File: config.mk
export PLATFORM = sky130hd
export DESIGN_NAME = if_fetch_queue
export DESIGN_NICKNAME = d
export VERILOG_FILES = /design/src/rtl/if_fetch_queue.sv
export SDC_FILE = /design/constraint.sdc
export NUM_CORES = 1
export LEC_CHECK = 0
export CAP_MARGIN = 10
export CORE_UTILIZATION = 40
export DETAILED_ROUTE_END_ITERATION = 10
export PLACE_DENSITY = 0.63
export SLEW_MARGIN = 10
export SYNTH_ARGS = -nofsm -noshare
export SYNTH_HDL_FRONTEND = slang
export SYNTH_SLANG_ARGS = --single-unit
File: constraint.sdc
create_clock -name CLK -period 6.8 [get_ports CLK]
set_input_delay 1.36 -clock CLK [delete_from_list [all_inputs] [get_ports CLK]]
set_output_delay 1.36 -clock CLK [all_outputs]
set_load 0.1 [all_outputs]
File: src/rtl/if_fetch_queue.sv
// Instruction-fetch front end: owns the fetch PC, runs the IMem req/ack handshake and
// buffers fetched words in a small queue ahead of the decode stage.
module if_fetch_queue #(
    parameter logic [31:0] RESET_PC    = 32'h0040_0000,
    parameter int          QUEUE_DEPTH = 2
) (
    input  logic        CLK,
    input  logic        RESET,
    input  logic        Request_Alt_PC,
    input  logic [31:0] Alt_PC,
    input  logic        WANT_FREEZE,
    output logic        IMem_Req,
    output logic [31:0] IMem_Addr,
    input  logic        IMem_Ack,
    input  logic [31:0] IMem_Data,
    output logic [31:0] Instr1_OUT,
    output logic [31:0] Instr_PC_OUT,
    output logic [31:0] Instr_PC_Plus4_OUT,
    output logic        Instr_Valid_OUT
);
    localparam int PTR_W = $clog2(QUEUE_DEPTH);
    localparam logic [PTR_W:0]   DEPTH_C = (PTR_W + 1)'(QUEUE_DEPTH);
    localparam logic [PTR_W:0]   CNT_ONE = (PTR_W + 1)'(1);
    localparam logic [PTR_W-1:0] PTR_ONE = PTR_W'(1);

    typedef enum logic [1:0] {IDLE, REQ, DROP} state_t;

    state_t           state_q, state_d;
    logic [31:0]      fetch_pc_q, fetch_pc_d;
    logic [31:0]      target_q, target_d;
    logic [31:0]      q_pc_q [QUEUE_DEPTH];
    logic [31:0]      q_pc_d [QUEUE_DEPTH];
    logic [31:0]      q_data_q [QUEUE_DEPTH];
    logic [31:0]      q_data_d [QUEUE_DEPTH];
    logic [PTR_W-1:0] head_q, head_d, tail_q, tail_d;
    logic [PTR_W:0]   count_q, count_d;
    logic [31:0]      instr_q, instr_d;
    logic [31:0]      pc_out_q, pc_out_d;
    logic [31:0]      pc4_out_q, pc4_out_d;
    logic             valid_q, valid_d;
    logic             xfer, take, bypass, push, pop;

    assign IMem_Req           = (state_q == REQ) || (state_q == DROP);
    assign IMem_Addr          = fetch_pc_q;
    assign Instr1_OUT         = instr_q;
    assign Instr_PC_OUT       = pc_out_q;
    assign Instr_PC_Plus4_OUT = pc4_out_q;
    assign Instr_Valid_OUT    = valid_q;

    // A word is kept only when it was fetched in REQ and no redirect lands on the same edge.
    always_comb begin
        xfer      = IMem_Req && IMem_Ack;
        take      = xfer && (state_q == REQ) && !Request_Alt_PC;
        pop       = !WANT_FREEZE && !Request_Alt_PC && (count_q != '0);
        bypass    = take && !WANT_FREEZE && (count_q == '0);
        push      = take && !bypass;
        instr_d   = instr_q;
        pc_out_d  = pc_out_q;
        pc4_out_d = pc4_out_q;
        valid_d   = valid_q;
        q_pc_d    = q_pc_q;
        q_data_d  = q_data_q;
        head_d    = head_q;
        tail_d    = tail_q;
        count_d   = count_q;

        if (!WANT_FREEZE) begin
            if (pop) begin
                instr_d   = q_data_q[head_q];
                pc_out_d  = q_pc_q[head_q];
                pc4_out_d = q_pc_q[head_q] + 32'd4;
                valid_d   = 1'b1;
            end else if (bypass) begin
                instr_d   = IMem_Data;
                pc_out_d  = fetch_pc_q;
                pc4_out_d = fetch_pc_q + 32'd4;
                valid_d   = 1'b1;
            end else begin
                instr_d   = '0;
                valid_d   = 1'b0;
            end
        end

        if (Request_Alt_PC) begin
            head_d  = '0;
            tail_d  = '0;
            count_d = '0;
        end else begin
            if (push) begin
                q_pc_d[tail_q]   = fetch_pc_q;
                q_data_d[tail_q] = IMem_Data;
                tail_d           = tail_q + PTR_ONE;
            end
            if (pop) begin
                head_d = head_q + PTR_ONE;
            end
            if (push && !pop) begin
                count_d = count_q + CNT_ONE;
            end else if (pop && !push) begin
                count_d = count_q - CNT_ONE;
            end
        end
    end

    // In DROP the stale address stays on IMem_Addr; the redirect target waits in target_q.
    always_comb begin
        state_d    = state_q;
        fetch_pc_d = fetch_pc_q;
        target_d   = target_q;
        case (state_q)
            IDLE: begin
                if (Request_Alt_PC) begin
                    fetch_pc_d = Alt_PC;
                    state_d    = REQ;
                end else if (count_d < DEPTH_C) begin
                    state_d = REQ;
                end
            end
            REQ: begin
                if (Request_Alt_PC) begin
                    if (xfer) begin
                        fetch_pc_d = Alt_PC;
                    end else begin
                        target_d = Alt_PC;
                        state_d  = DROP;
                    end
                end else if (xfer) begin
                    fetch_pc_d = fetch_pc_q + 32'd4;
                    if (count_d >= DEPTH_C) begin
                        state_d = IDLE;
                    end
                end
            end
            DROP: begin
                if (xfer) begin
                    fetch_pc_d = Request_Alt_PC ? Alt_PC : target_q;
                    state_d    = REQ;
                end else if (Request_Alt_PC) begin
                    target_d = Alt_PC;
                end
            end
            default: state_d = IDLE;
        endcase
    end

    always_ff @(posedge CLK) begin
        if (RESET) begin
            state_q    <= IDLE;
            fetch_pc_q <= RESET_PC;
            target_q   <= RESET_PC;
            q_pc_q     <= '{default: '0};
            q_data_q   <= '{default: '0};
            head_q     <= '0;
            tail_q     <= '0;
            count_q    <= '0;
            instr_q    <= '0;
            pc_out_q   <= '0;
            pc4_out_q  <= '0;
            valid_q    <= 1'b0;
        end else begin
            state_q    <= state_d;
            fetch_pc_q <= fetch_pc_d;
            target_q   <= target_d;
            q_pc_q     <= q_pc_d;
            q_data_q   <= q_data_d;
            head_q     <= head_d;
            tail_q     <= tail_d;
            count_q    <= count_d;
            instr_q    <= instr_d;
            pc_out_q   <= pc_out_d;
            pc4_out_q  <= pc4_out_d;
            valid_q    <= valid_d;
        end
    end
endmodule

Word level (Yosys, flattened, before mapping)
Index checks and enable logic that the tools add are counted.

word-level totals
  bits in registers = 295
  latch bits = 0
  bits in writable memories = 0
  ROM bits = 0
  input port bits = 69
  output and inout port bits = 130
  logic and storage cells = 110
  memories = 0

operators by class
  add/sub/neg operators = 6
  multipliers = 0
  div/mod/pow operators = 0
  order comparisons = 5
  equal/unequal tests = 12
  shifts and indexed selects = 0
  muxes and demuxes = 40
  bitwise logic cells = 4
  reductions and logical operators = 29

operator list
  operator               number
  $mux 32                22
  $bwmux 64              2
  $pmux 32 s3            1
  $add 32x3->32 const B  2
  $pmux 32 s2            1
  $demux 32 s1           1
  $mux 2                 10
  $ne 2x2->1 const B     6
  $logic_and 1x1->1      11
  $ne 3x3->1 const B     3
  $reduce_and 4->1       2
  $ge 2x2->1 const B     3
  $pmux 2 s3             1
  $reduce_bool 2->1      3
  $logic_not 1->1        5
  $reduce_and 5->1       1
  $logic_not 2->1        2
  $not 1->2              2
  $reduce_and 2->1       2
  $ne 3x2->1 const B     1
  $reduce_bool 3->1      1
  $add 1x1->1 const B    2
  $add 2x1->2 const B    1
  $eq 2x1->1 const B     1
  other kinds (8)        10

Longest topological paths before layout
Gate-level depths: netlist of run 1.

  depth in word-level cells = 19
  gate-level depth with buffers = 12
  mapped depth without buffers = 8

Worst setup path after synthesis of run 1
OpenSTA, ideal clock, no wires.

  kind = input port to flip-flop
  start = input port WANT_FREEZE
  end = register state_q[0]
  setup time = 0.123 ns
  data arrival time = 2.948 ns
  required time = 6.677 ns
  path slack = 3.728 ns
  cell stages on the path = 7
  buffers on the path = 1
  cells stage by stage = clkbuf_1 or3_1 a221o_1 and3_1 a21oi_1 o22a_1 mux2_1

on the way
  longest elaborated chain between the ends = 13
  elaborated cells between the ends (all ways) = 19
  classes of those cells = order compare: 2; eq/ne: 2; mux: 3; reduce/logical: 12

ends and longest elaborated chain
  element                                                           RTL line  source
  from (decl)                                                       11        input logic WANT_FREEZE,
  $logic_not 1->1 *                                                 -
  $logic_and 1x1->1 (2 in a row)                                    55        bypass = take && !WANT_FREEZE && (count_q == '0);
  $logic_not 1->1                                                   56        push = take && !bypass;
  $logic_and 1x1->1                                                 56
  $logic_not 1->1                                                   99        end else if (pop && !push) begin
  $logic_and 1x1->1                                                 99
  $mux 2                                                            99
  $mux 2 *                                                          97        if (push && !pop) begin
  $mux 2 *                                                          84        if (Request_Alt_PC) begin
  $lt 2x2->1 / $ge 2x2->1 (equally long branches)                   115, 129
  $ne 3x3->1 (no source line) / $ne 3x2->1 (equally long branches)  -
  $reduce_and 5->1 (no source line) *                               -
  to (signal assigned)                                              161       state_q <= state_d;
  to (decl)                                                         28        state_t state_q, state_d;

Mark *: on every way between the ends. The rest lies on a longest branch, timed or not.
A chain may end at the register's enable or synchronous reset.

Worst setup path in the final report of run 1
  start = input port IMem_Ack
  end = register q_pc_q[44] in the netlist's numbering

on the way
  longest elaborated chain between the ends = 8

ends and longest elaborated chain
  element                              RTL line  source
  from (decl)                          14        input logic IMem_Ack,
  $logic_and 1x1->1 *                  52        xfer = IMem_Req && IMem_Ack;
  $logic_and 1x1->1 * (2 in a row)     53        take = xfer && (state_q == REQ) && !Request_Alt_PC;
  $logic_and 1x1->1 (2 in a row)       55
  $logic_not 1->1                      56
  $logic_and 1x1->1 *                  56
  $reduce_and 2->1 (no source line) *  -
  to (signal assigned)                 164       q_pc_q <= q_pc_d;
  to (decl)                            31        logic [31:0] q_pc_q [QUEUE_DEPTH];

Marks and branches as above.

==> results by group, run 1 <==
Setup path
  • Max stage delay on crit path: 1.08 ns
  • Crit path DAT: 4.79 ns
  • CP top delay family: simple AND/OR/NAND/NOR gates
  • Worst Reg-to-Reg Cells: 7
  • CP startpoint kind: primary input
  • Slowest library cell on the worst path: and4_2
  • Crit path launch: IMem_Ack
  • CP endpoint: q_pc_q[44]
  • Critical path depth: 6
  • RR Startpoint: state_q[1]
  • Crit-path cells: clkdlybuf4s50_1 > and4_2 > or3_2 > buf_4 > nand2_1 > a21oi_1
  • FF-to-FF setup slack: 3.04 ns
  • Setup CP Type: in -> reg
  • RR Endpoint: q_pc_q[44]
  • Worst setup EP type: flip-flop
  • Req. time, crit path: 7.28 ns
  • CP bufs+invs: 2
  • Crit path max fanout: 49

Die
  • Initial Util: 40.9%
  • Die extent in x: 190 um
  • Top Ports: 199
  • Die footprint: 0.0362 mm^2
  • Die Span Y: 190 um
  • Row count: 68
  • Core area: 0.0347 mm^2

Synthesis
  • Syn. warnings: 0
  • Largest family of logic cells by synthesized area: simple AND/OR/NAND/NOR gates
  • Post-synth EDFFs: 0
  • Synth Area in Simple Gates: 22.7%
  • Xor and xnor area share after synthesis: 3.33%
  • Ys async rst share: 0%
  • Top_reg_cell synth: dfxtp_1
  • Syn avg cell area: 7.72 um^2
  • Synth Area in Compound Gates: 21.0%
  • Area contributors post-synth: dfxtp_1 41%, nand2_1 12%, a21oi_1 9.6%
  • Register area share after synthesis: 41.4%
  • Yosys reg bits: 293
  • Yosys top cell by area: dfxtp_1
  • Synth top area share: 41.4%
  • Post-synthesis cell area: 0.0142 mm^2
  • Adder-cell share of the synthesized area: 0.618%
  • Count leader, synth: nand2_1
  • Netlist cell types: 70
  • Post-synthesis mux area share: 5.84%
  • Top cells by count, synth: 439 x nand2_1, 293 x dfxtp_1, 273 x a21oi_1
  • Post-synthesis cell count: 1838
  • Syn_nets: 1914

STA
  • Endpoints failing hold: 0
  • F_max: 232 MHz
  • Endpoints failing setup: 0
  • Final critical-path share of the clock period: 63.4%
  • Worst-margin pin slew: 1.09 ns
  • Min Tclk post-route: 4.31 ns
  • Unrepaired setup endpoints after global routing: false
  • Slew Viols, Final: 0
  • Final WS setup: 2.49 ns
  • Final setup TNS: 0 ns
  • Slew margin rel.: 27.2%
  • Clock skew: 0.00889 ns
  • Hold Slack: 0.453 ns

CTS
  • # hold bufs at CTS: 0
  • Buffer count from post-CTS setup fixing: 0
  • CTS buffer count: 31
  • H-tree depth: 1
  • Root Driver: clkbuf_16
  • Worst-path clk slew: 0.06 ns
  • Clock Tree Buf Depth: 3
  • CTS tree: built
  • Worst-Skew Late Latency: 0.57 ns
  • Clock sink count: 293
  • Post-cts resize count: 0

Pwr
  • Sw frac: 41.8%
  • Max VDD drop: 0.303 mV
  • Design Power: 5970 uW
  • Clk network pwr share: 30.4%
  • Net Switching: 2500 uW
  • PwrDens: 344 mW/mm^2
  • Logic gate share of total power: 32.9%
  • Reg power frac: 36.8%
  • Leakage: 0.00562 uW
  • Pint: 3480 uW

Detailed routing
  • Post-DRT Antenna Nets: 0
  • DRT iter0 DRCs: 1282
  • DR WL/cell: 18.9 um
  • Vias per inst: 5.59
  • Remaining routing DRC violations: 0
  • DRT Pass-1 Iters: 5
  • Vias: 13.5k
  • Total Wirelength: 45600 um

Final layout
  • Fraction of layout cells with a size suffix above 1: 7.37%
  • Nets: 2006
  • Ant diodes: 0
  • Area delta synth->final: 22.5%

GRT
  • First-pass GRT wire length: 70700 um
  • Largest net degree at the start of global routing: 111
  • Overflow after GRT: 0
  • Vias in the first global route: 12.2k
  • Initial antenna violation count: 0
  • Total track usage: 24.4%

Placement
  • Routability cong.: 0.899
  • Port buffer count: 198
  • Post-DP HPWL: 29700 um
  • Setup WS pre-CTS: 1.91 ns

Status
  • Status: completed

Run
  • Total of max-cap violations: 0

Hold path
  • Worst hold path type: reg -> reg
## routing by layer
layer	vias to the layer above	part of all wire (%)	track usage [%]
met1	6429	47	36.0
met5	-	0	0
met2	454	44	37.2
met3	51	7.6	3.70
met4	0	1.9	5.72
li1	6541	-	-
## layout by cell type (no fill, tap or decap), types with 6 or more instances in the layout
master | synthesis | final
nor2b_1 | 9 | 9
nand2_1 | 439 | 439
a221oi_1 | 14 | 14
clkinv_2 | 0 | 7
a22oi_1 | 11 | 11
nand3b_1 | 6 | 6
clkbuf_16 | 0 | 32
xnor2_1 | 34 | 34
and3_1 | 20 | 20
a21oi_1 | 273 | 273
a211oi_1 | 24 | 24
a311oi_1 | 19 | 19
ha_1 | 7 | 7
o21ai_0 | 61 | 61
buf_4 | 6 | 26
clkbuf_8 | 0 | 8
mux2i_1 | 49 | 49
inv_1 | 11 | 11
clkdlybuf4s50_1 | 0 | 195
o221ai_1 | 13 | 13
dfxtp_1 | 293 | 292
mux2_2 | 29 | 29
o211ai_1 | 7 | 7
nand4_1 | 19 | 19
a22o_1 | 28 | 28
nor3_1 | 29 | 27
nor2_1 | 167 | 167
nand3_1 | 19 | 19
xor2_1 | 18 | 18
## power by group through the flow
stage	Clock (uW)	Combinational, uW	Sequential (uW)
after global routing	1920	2080	2210
after global placement	0	1930	2210
after floorplan	0	866	2710
after detailed placement	0	1950	2220
after CTS	1840	1960	2180
final	1810	1960	2200
## per-stage QoR
stage	cell area [um^2]	cells	util, %
CTS	17400	2409	50.0
finish	17400	2409	50.0
detailed placement	16300	2352	46.9
global route	17400	2409	50.0
global placement	16300	2352	46.9
floorplan	14200	1838	-
## flip-flops by register name, summed over array words and instances, names as in the netlist
signal              count
IMem_Addr              32
Instr1_OUT             32
Instr_PC_OUT           32
Instr_PC_Plus4_OUT     30
Instr_Valid_OUT         1
count_q                 2
head_q                  1
q_data_q               64
q_pc_q                 64
state_q                 2
tail_q                  1
target_q               32
## worst min path at each step
stage	start	endpoint	slack, ns	cells past startpoint
after floorplan	q_pc_q[32]	q_pc_q[32]	0.43	2
after global placement	target_q[6]	target_q[6]	0.44	2
after detailed placement	target_q[17]	target_q[17]	0.45	2
after CTS	q_data_q[9]	q_data_q[9]	0.46	2
after global routing	q_pc_q[29]	q_pc_q[29]	0.47	2
final	target_q[8]	target_q[8]	0.45	2
## kinds of logic (layout without fill, tap and decap cells)
group / after synthesis / in the layout
AND/OR/NAND/NOR: 744 / 744
AO/OA/AOI/OAI: 486 / 486
flip-flops: 293 / 293
buffers and inverters: 176 / 292
multiplexers: 79 / 79
XOR/XNOR: 53 / 53
adder cells (fa/ha/maj): 7 / 7
## cell type report
cell class / count / area [um^2]
Inverter: 11 / 41.3
Multi-Input combinational cell: 1369 / 7630
Fill cell: 3372 / 17300
Clock buffer: 43 / 912
Clock inverter: 14 / 180
Tap cell: 455 / 569
Sequential cell: 293 / 5870
Timing Repair Buffer: 224 / 2170
## worst reg2reg max path, cell delays in order, from the launching register on
cell and delay, ns:
dfxtp_1 0.36, inv_1 0.10, ha_1 0.54, and4_2 1.10
or3_2 0.86, buf_4 0.46, nand2_1 0.10, a21oi_1 0.16
Note: power is estimated with default switching activity, not from simulation.
==> inputs of run 2 (changes only) <==
==> constraint.sdc (replaced) <==
create_clock -name CLK -period 4.3 [get_ports CLK]
set_input_delay 0.86 -clock CLK [delete_from_list [all_inputs] [get_ports CLK]]
set_output_delay 0.86 -clock CLK [all_outputs]
set_load 0.1 [all_outputs]
==> run 2 against run 1 <==
Effect of this change:
- sequential share of layout area about the same
- sequential power increased by 57%
- combinational power increased by 60%
- count of clock-buffer cells in the layout decreased by 6
- clock power increased by 52%
- critical path depth decreased by 5
- largest power group unchanged
- highest routed layer unchanged
==> results by group, run 2 (synthesis results as in run 1) <==
Hold path
  • Cell count of the worst hold path: 2
  • Hold endpoint: q_data_q[61]
  • Worst hold path type: reg -> reg
  • Min-delay src: q_data_q[61]

STA
  • Unrepaired setup endpoints after global routing: false
  • Clock skew: 0.0182 ns
  • Slew margin rel.: 21.9%
  • Final setup TNS: 0 ns
  • Endpoints failing setup: 0
  • F_max: 288 MHz
  • Endpoints failing hold: 0
  • Worst-margin pin slew: 1.17 ns
  • Final critical-path share of the clock period: 80.7%
  • Slew Viols, Final: 0
  • Hold Slack: 0.453 ns
  • Min Tclk post-route: 3.47 ns
  • Final WS setup: 0.832 ns

Pwr
  • Sw frac: 42.0%
  • PwrDens: 539 mW/mm^2
  • Reg power frac: 36.9%
  • Net Switching: 3940 uW
  • Logic gate share of total power: 33.6%
  • Pint: 5430 uW
  • Leakage: 0.00565 uW
  • Clk network pwr share: 29.5%
  • Max VDD drop: 0.438 mV

Setup path
  • RR Startpoint: state_q[1]
  • Slowest library cell on the worst path: clkdlybuf4s50_1
  • CP startpoint kind: flip-flop
  • RR Endpoint: q_data_q[45]
  • Crit path DAT: 2.61 ns
  • Max stage delay on crit path: 1.26 ns
  • Crit-path cells: clkdlybuf4s50_1
  • Worst setup EP type: output port
  • Worst Reg-to-Reg Cells: 8
  • Crit path max fanout: 11
  • CP top delay family: buffers and inverters
  • Req. time, crit path: 3.44 ns
  • Setup CP Type: reg -> out
  • CP bufs+invs: 1
  • FF-to-FF setup slack: 1.33 ns

Final layout
  • Ant diodes: 0
  • Nets: 2011
  • Commonest non-fill, non-tap cells in the layout: 439 x nand2_1, 292 x dfxtp_1, 273 x a21oi_1, 194 x clkdlybuf4s50_1, 167 x nor2_1
  • Filler instances: 3362
  • Area delta synth->final: 22.6%
  • Biggest regs: q_data_q: 64 flops, q_pc_q: 64 flops
  • Fraction of layout cells with a size suffix above 1: 7.76%
  • Post-route cell area: 0.0174 mm^2
  • Layout Utilization: 50.1%
  • Commonest non-fill, non-tap cell in the layout: nand2_1

Detailed routing
  • DRT Pass-1 Iters: 5
  • Vias: 13.5k
  • Total Wirelength: 45200 um
  • DR WL/cell: 18.7 um
  • Vias per inst: 5.58
  • DRT iter0 DRCs: 1229
  • Remaining routing DRC violations: 0
  • Post-DRT Antenna Nets: 0

CTS
  • H-tree depth: 1
  • # hold bufs at CTS: 0
  • CTS tree: built
  • Worst-path clk slew: 0.06 ns
  • Clock Tree Buf Depth: 3
  • CTS buffer count: 31
  • Clock sink count: 293
  • Post-cts resize count: 0
  • Root Driver: clkbuf_16
  • Buffer count from post-CTS setup fixing: 0
  • Worst-Skew Late Latency: 0.58 ns

Placement
  • Routability cong.: 0.879
  • Setup WS pre-CTS: 0.762 ns
  • Post-DP HPWL: 29600 um
  • Port buffer count: 198
  • Dpl cell area: 0.0163 mm^2

Die
  • Top Ports: 199
  • Die footprint: 0.0362 mm^2
  • Row count: 68
  • Die Span Y: 190 um
  • Initial Util: 40.9%
  • Core area: 0.0347 mm^2
  • Die extent in x: 190 um

GRT
  • First-pass GRT wire length: 69900 um
  • Met3 Use GR: 3.51%
  • Largest net degree at the start of global routing: 219
  • Vias in the first global route: 12.4k
  • Total track usage: 24.1%
  • GR peak layer: met2
  • Initial antenna violation count: 0
  • Met2 global-route usage: 37.2%
  • Met1 usage: 34.9%
  • Overflow after GRT: 0

Status
  • Status: completed

Run
  • Total of max-cap violations: 0
-- run 2: changes by cell type in the layout (fill, tap and decap cells not counted) --
cell,delta
clkinv_2,+8
buf_4,+4
clkbuf_8,-3
buf_12,+2
clkbuf_1,-2
clkbuf_16,-1
clkdlybuf4s50_1,-1
clkinvlp_4,-1
inv_6,-1
-- run 2: final cells by class --
cell class                      instances  area, um^2  area share (%)
Tap cell                              455         569            3.28
Clock buffer                           37         838            4.82
Clock inverter                         20         204            1.17
Multi-Input combinational cell       1369        7630            43.9
Inverter                               11        41.3           0.238
Sequential cell                       293        5870            33.8
Timing Repair Buffer                  229        2230            12.8
-- run 2: tightest hold or removal path, delay by kind of cell, from the launching register on --
kind,cells,cell delay (ns)
DFF,1,0.31
and+or+nand+nor,1,0.05
AOI/OAI and AO/OA,1,0.05
-- run 2: worst max-delay path by stage --
stage	cells after the start	startpoint	to	slack, ns
6_report	1	IMem_Addr[29]	IMem_Addr[29]	0.83
5_1_grt	1	IMem_Addr[29]	IMem_Addr[29]	0.82
4_1_cts	1	IMem_Addr[29]	IMem_Addr[29]	0.88
3_5_place_dp	7	IMem_Ack	q_pc_q[57]	0.76
3_3_place_gp	7	IMem_Ack	q_data_q[57]	0.81
2_1_floorplan	8	state_q[1]	IMem_Addr[19]	1.48
-- run 2: layer usage --
| metal | share of wire [%] | vias up |
|---|---|---|
| met2 | 44 | 492 |
| met3 | 7.2 | 56 |
| li1 | - | 6533 |
| met5 | 0 | - |
| met4 | 2.4 | 0 |
| met1 | 47 | 6390 |
-- run 2: power by group through the flow --
| stage | sequential (uW) | combinational, uW | clock [uW] |
|---|---|---|---|
| floorplan | 4280 | 1370 | 0 |
| global placement | 3480 | 3100 | 0 |
| detailed placement | 3490 | 3120 | 0 |
| CTS | 3430 | 3130 | 2810 |
| global route | 3480 | 3320 | 2910 |
| finish | 3460 | 3140 | 2760 |
-- run 2: stage by stage --
step / power [uW] / std cells
detailed placement: 6610 / 2357
finish: 9360 / 2414
global route: 9710 / 2414
global placement: 6580 / 2357
floorplan: 5650 / 1838
CTS: 9370 / 2414
==> RTL edit 1: new RTL, settings of run 2 <==
`RESET_PC`: 32'h0040_0000 -> 32'h00300000.
--- a/src/rtl/if_fetch_queue.sv
+++ b/src/rtl/if_fetch_queue.sv
@@ -1,7 +1,7 @@
 // Instruction-fetch front end: owns the fetch PC, runs the IMem req/ack handshake and
 // buffers fetched words in a small queue ahead of the decode stage.
 module if_fetch_queue #(
-    parameter logic [31:0] RESET_PC    = 32'h0040_0000,
+    parameter logic [31:0] RESET_PC    = 32'h00300000,
     parameter int          QUEUE_DEPTH = 2
 ) (
     input  logic        CLK,
Behaviour: not the same (Yosys sat finds a counterexample within 4 cycles, from zero or initial values and one cycle with RESET high).
==> RTL edit 1 against run 2 <==
  * Maximum frequency up 5.0%
  * Routed wire length up 1.0%
  * Final area up 0.98%
  * Worst setup slack better by 0.17 ns
  * Sequential cell count unchanged
  * Critical path type unchanged
  * Total power down 3.3%
  * Synthesized area down 0.38%
  * Critical path depth unchanged
==> RTL edit 1: results (changes against run 2) <==
| Metric | Value |
|---|---|
| Unique cell type count in the Yosys netlist | 72 (was 70) |
| Pleak | 5.819 nW (was 5.650 nW) |
| Nets | 2,016 (was 2,011) |
| WP data arrival | 2.44 ns (was 2.61 ns) |
| Top post-synthesis cells by count | nand2_1, dfxtp_1, a21oi_1 (unchanged) |
| Status | complete, no violations (unchanged) |
| Maximum vdd drop | 0.4452 mV (was 0.4378 mV) |
| Largest net degree at the start of global routing | 222 (was 219) |
| Num CTS Buffers | 34 (was 31) |
| Setup Skew | 0.02378 ns (was 0.01819 ns) |
| Mapped Nets | 1,919 (was 1,914) |
| GPL Wtd Cong | 0.8862 (was 0.8790) |
| WL final | 45,670 µm (was 45,210 µm) |
| # H-tree levels | 2 (was 1) |
| First-pass GRT wire length | 70,950 µm (was 69,900 µm) |
| Initial drt markers | 1,158 (was 1,229) |
| Vias in the first global route | 12,590 (was 12,390) |
| Worst slew margin | 18.82% (was 21.89%) |
| Vias after detailed routing | 13,760 (was 13,470) |
| Gr usage total | 24.62% (was 24.15%) |
| Post-synth top area share | 41.52% (was 41.36%) |
| Final HPWL DP | 29,620 µm (was 29,590 µm) |
| Insertion delay to the later sink of the worst-skew pair | 0.52 ns (was 0.58 ns) |
| Post-synthesis sequential area ratio | 41.52% (was 41.36%) |
| Share of layout cells above drive strength 1 | 7.077% (was 7.759%) |
| Dpl cell area | 0.01629 mm² (was 0.01634 mm²) |
## RTL edit 1: cell count changes after synthesis, sizes merged, moves of 5 or more
cell | run 2 | this run
nand3 | 21 | 37
nor2 | 167 | 154
xnor2 | 35 | 29
a31oi | 4 | 9
nand2 | 439 | 444
a211oi | 26 | 14
clkbuf | 114 | 131
buf | 51 | 38
or4 | 0 | 5
a21oi | 275 | 268
and3 | 22 | 27
## RTL edit 1: kinds of logic (layout without fill, tap and decap cells)
kind of cell               Yosys count  in the layout  share of synthesized area (%)
DFF                                293            293                          41.52
AOI/OAI and AO/OA                  478            478                          20.63
xor gates and xnor gates            51             51                          3.161
buffers and inverters              177            298                          5.172
adders and majority gates            7              7                         0.6199
muxes                               76             76                          5.615
and+or+nand+nor                    761            761                          23.28
## RTL edit 1: area by class of cell
type,count,area [µm²]
inverter,8,30.03
multi-input combinational,1373,7569
clock buffer,51,1069
timing repair buffer,230,2251
tap,455,569.3
sequential,293,5869
fill,3312,17080
clock inverter,9,195.2
## RTL edit 1: where the power goes
part	internal [mW]	total (mW)	switching (mW)	leakage, nW
clock network	2.07	3.24	1.16	0.623
logic	0.685	2.52	1.83	2.82
registers	2.91	3.30	0.394	2.37
total	5.67	9.06	3.39	5.82
## RTL edit 1: worst paths after layout
check,start,to,slack [ns],cells past startpoint
worst max-delay path,IMem_Addr[23],IMem_Addr[23],1.0,1
worst min register to register,target_q[6],target_q[6],0.45,2
worst min-delay path,target_q[6],target_q[6],0.45,2
worst max register to register,head_q,Instr_PC_Plus4_OUT[23],1.13,7
## RTL edit 1: metrics by stage
step | cells | utilization, % | hold slack (ns) | setup slack, ns
after floorplan | 1843 | - | 0.4318 | 1.338
after global placement | 2359 | 47.04 | 0.4380 | 0.7226
after detailed placement | 2359 | 47.04 | 0.4446 | 0.6687
after CTS | 2419 | 50.69 | 0.4531 | 0.9852
after global routing | 2419 | 50.69 | 0.4618 | 0.9489
final | 2419 | 50.69 | 0.4512 | 0.9972
## RTL edit 1: metal layers
layer / share of wire (%) / GRT usage [%]
met1: 44 / 33.84
met2: 46 / 39.49
met3: 6.4 / 3.210
met4: 3.1 / 8.499
met5: 0 / 0
==> RTL edit 2: new RTL, settings of run 2 <==
Without the edit above. `instr_q` no longer has a reset.
--- a/src/rtl/if_fetch_queue.sv
+++ b/src/rtl/if_fetch_queue.sv
@@ -153,7 +153,6 @@
             head_q     <= '0;
             tail_q     <= '0;
             count_q    <= '0;
-            instr_q    <= '0;
             pc_out_q   <= '0;
             pc4_out_q  <= '0;
             valid_q    <= 1'b0;
@@ -166,11 +165,14 @@
             head_q     <= head_d;
             tail_q     <= tail_d;
             count_q    <= count_d;
-            instr_q    <= instr_d;
             pc_out_q   <= pc_out_d;
             pc4_out_q  <= pc4_out_d;
             valid_q    <= valid_d;
         end
     end
+
+    always_ff @(posedge CLK) begin
+        instr_q <= instr_d;
+    end
 endmodule
 
Check against the original RTL: differs if RESET is asserted again (counterexample within 4 cycles, from zero or initial values and one cycle with RESET high); with RESET held inactive, the same outputs for 4 cycles.
==> RTL edit 2 against run 2 <==
  * Routed wire length up 1.6%
  * Final cell count down 1.7%
  * Worst setup slack better by 0.10 ns
  * Sequential share of layout area up 1.3 points
  * Via count down 0.43%
  * Synthesized area up 0.90%
  * Final area up 1.6%
  * Sequential cell count unchanged
  * Critical path depth unchanged
  * Total power up 0.53%
  * Hold slack worse by 0.0044 ns
  * Count of clock-buffer cells in the layout up 15
==> RTL edit 2: results (changes against run 2) <==
| Metric | Value |
|---|---|
| Worst slew margin | 26.49% (was 21.89%) |
| Nets | 1,967 (was 2,011) |
| Final HPWL DP | 30,600 µm (was 29,590 µm) |
| WP data arrival | 2.51 ns (was 2.61 ns) |
| Port Buffers | 198 (unchanged) |
| Synth Warn # | 0 (unchanged) |
| Top post-synthesis cells by count | nand2_1, dfxtp_1, a21oi_1 (unchanged) |
| Setup Skew | 0.01380 ns (was 0.01819 ns) |
| R2R Path Start | state_q[1] (unchanged) |
| Maximum vdd drop | 0.3955 mV (was 0.4378 mV) |
| # H-tree levels | 2 (was 1) |
| Max layer used | met4 (unchanged) |
| WL final | 45,930 µm (was 45,210 µm) |
| Fill count | 3,309 (was 3,362) |
| GPL Wtd Cong | 0.8607 (was 0.8790) |
| Initial drt markers | 1,102 (was 1,229) |
| Num CTS Buffers | 35 (was 31) |
| Vias in the first global route | 12,710 (was 12,390) |
| Share of layout cells above drive strength 1 | 8.498% (was 7.759%) |
| Gr usage total | 24.67% (was 24.15%) |
| Clk slew on worst S/H paths | 0.06 ns (about the same) |
| CP Max Fanout | 9 (was 11) |
| Ys flop type | dfxtp_1 (unchanged) |
| Post-route insts no fill | 2,374 (was 2,414) |
| DR WL met2 | 21,260 µm (was 19,860 µm) |
| Placed cells | 2,309 (was 2,357) |
| Pleak | 5.792 nW (was 5.650 nW) |
| Hold path start | q_pc_q[33] (was q_data_q[61]) |
| First-pass GRT wire length | 70,810 µm (was 69,900 µm) |
| Largest net degree at the start of global routing | 143 (was 219) |
| Ys async rst share | 0% (unchanged) |
| Unique cell type count in the Yosys netlist | 80 (was 70) |
| Synth top area cells | dfxtp_1, nand2_1, a21oi_1 (unchanged) |
| Post-Syn Instances | 1,772 (was 1,838) |
| Wire length on met1 | 19,520 µm (was 21,040 µm) |
| Metal3 WL | 3164 µm (was 3240 µm) |
| Post-synth EDFFs | 32 (was 0) |
| Clock root cell | clkbuf_16 (unchanged) |
| Crit. Startpoint | IMem_Addr[16] (was IMem_Addr[29]) |
| Insertion delay to the later sink of the worst-skew pair | 0.52 ns (was 0.58 ns) |
| DRT Pass-1 Iters | 5 (unchanged) |
| Setup Slack @ Placement | 0.9123 ns (was 0.7618 ns) |
| Dpl cell area | 0.01653 mm² (was 0.01634 mm²) |
| Post-synthesis sequential area ratio | 43.23% (was 41.36%) |
| Via density | 5.650 (was 5.580) |
| Status | complete, no violations (unchanged) |
-- RTL edit 2: changes by cell type after synthesis, sizes merged, moves of 11 or more --
cell	delta
xor2	+12
a211oi	+11
nand2	+40
dfxtp	-32
o22ai	+16
clkbuf	-18
o21ai	+29
nor2	-74
edfxtp	+32
a21oi	-78
xnor2	-12
-- RTL edit 2: where the power goes --
part / internal, mW / total, mW / switching [mW]
Combinational: 0.831 / 3.15 / 2.32
Clock: 1.69 / 2.86 / 1.18
Sequential: 2.98 / 3.40 / 0.417
Total: 5.50 / 9.41 / 3.91
-- RTL edit 2: cell type report --
type	instances	area, µm²	area share (%)
Tap cell	455	569.3	3.225
Inverter	17	63.81	0.3614
Clock inverter	12	81.33	0.4607
Timing Repair Buffer	239	2308	13.08
Clock buffer	52	1041	5.897
Antenna cell	1	2.502	0.01417
Sequential cell	293	6190	35.06
Multi-Input combinational cell	1305	7398	41.91
-- RTL edit 2: routing by layer --
| layer | vias to the layer above | global-route usage (%) |
|---|---|---|
| li1 | 6401 | - |
| met1 | 6386 | 31.54 |
| met2 | 514 | 40.58 |
| met3 | 112 | 3.874 |
| met4 | 0 | 11.57 |
| met5 | - | 0 |
-- RTL edit 2: worst paths after layout --
kind,end,slack (ns)
setup / recovery,IMem_Addr[16],0.93
hold reg to reg,q_pc_q[33],0.45
setup reg to reg,Instr_PC_OUT[25],1.18
hold / removal,q_pc_q[33],0.45
-- RTL edit 2: cell families after synthesis --
family / after synthesis / synth area share [%]
compound gates: 456 / 19.63
xor+xnor: 53 / 3.244
fa+ha+maj: 7 / 0.6120
buf+inv: 174 / 5.377
flops: 293 / 43.23
mux: 78 / 5.666
simple gates: 711 / 22.24
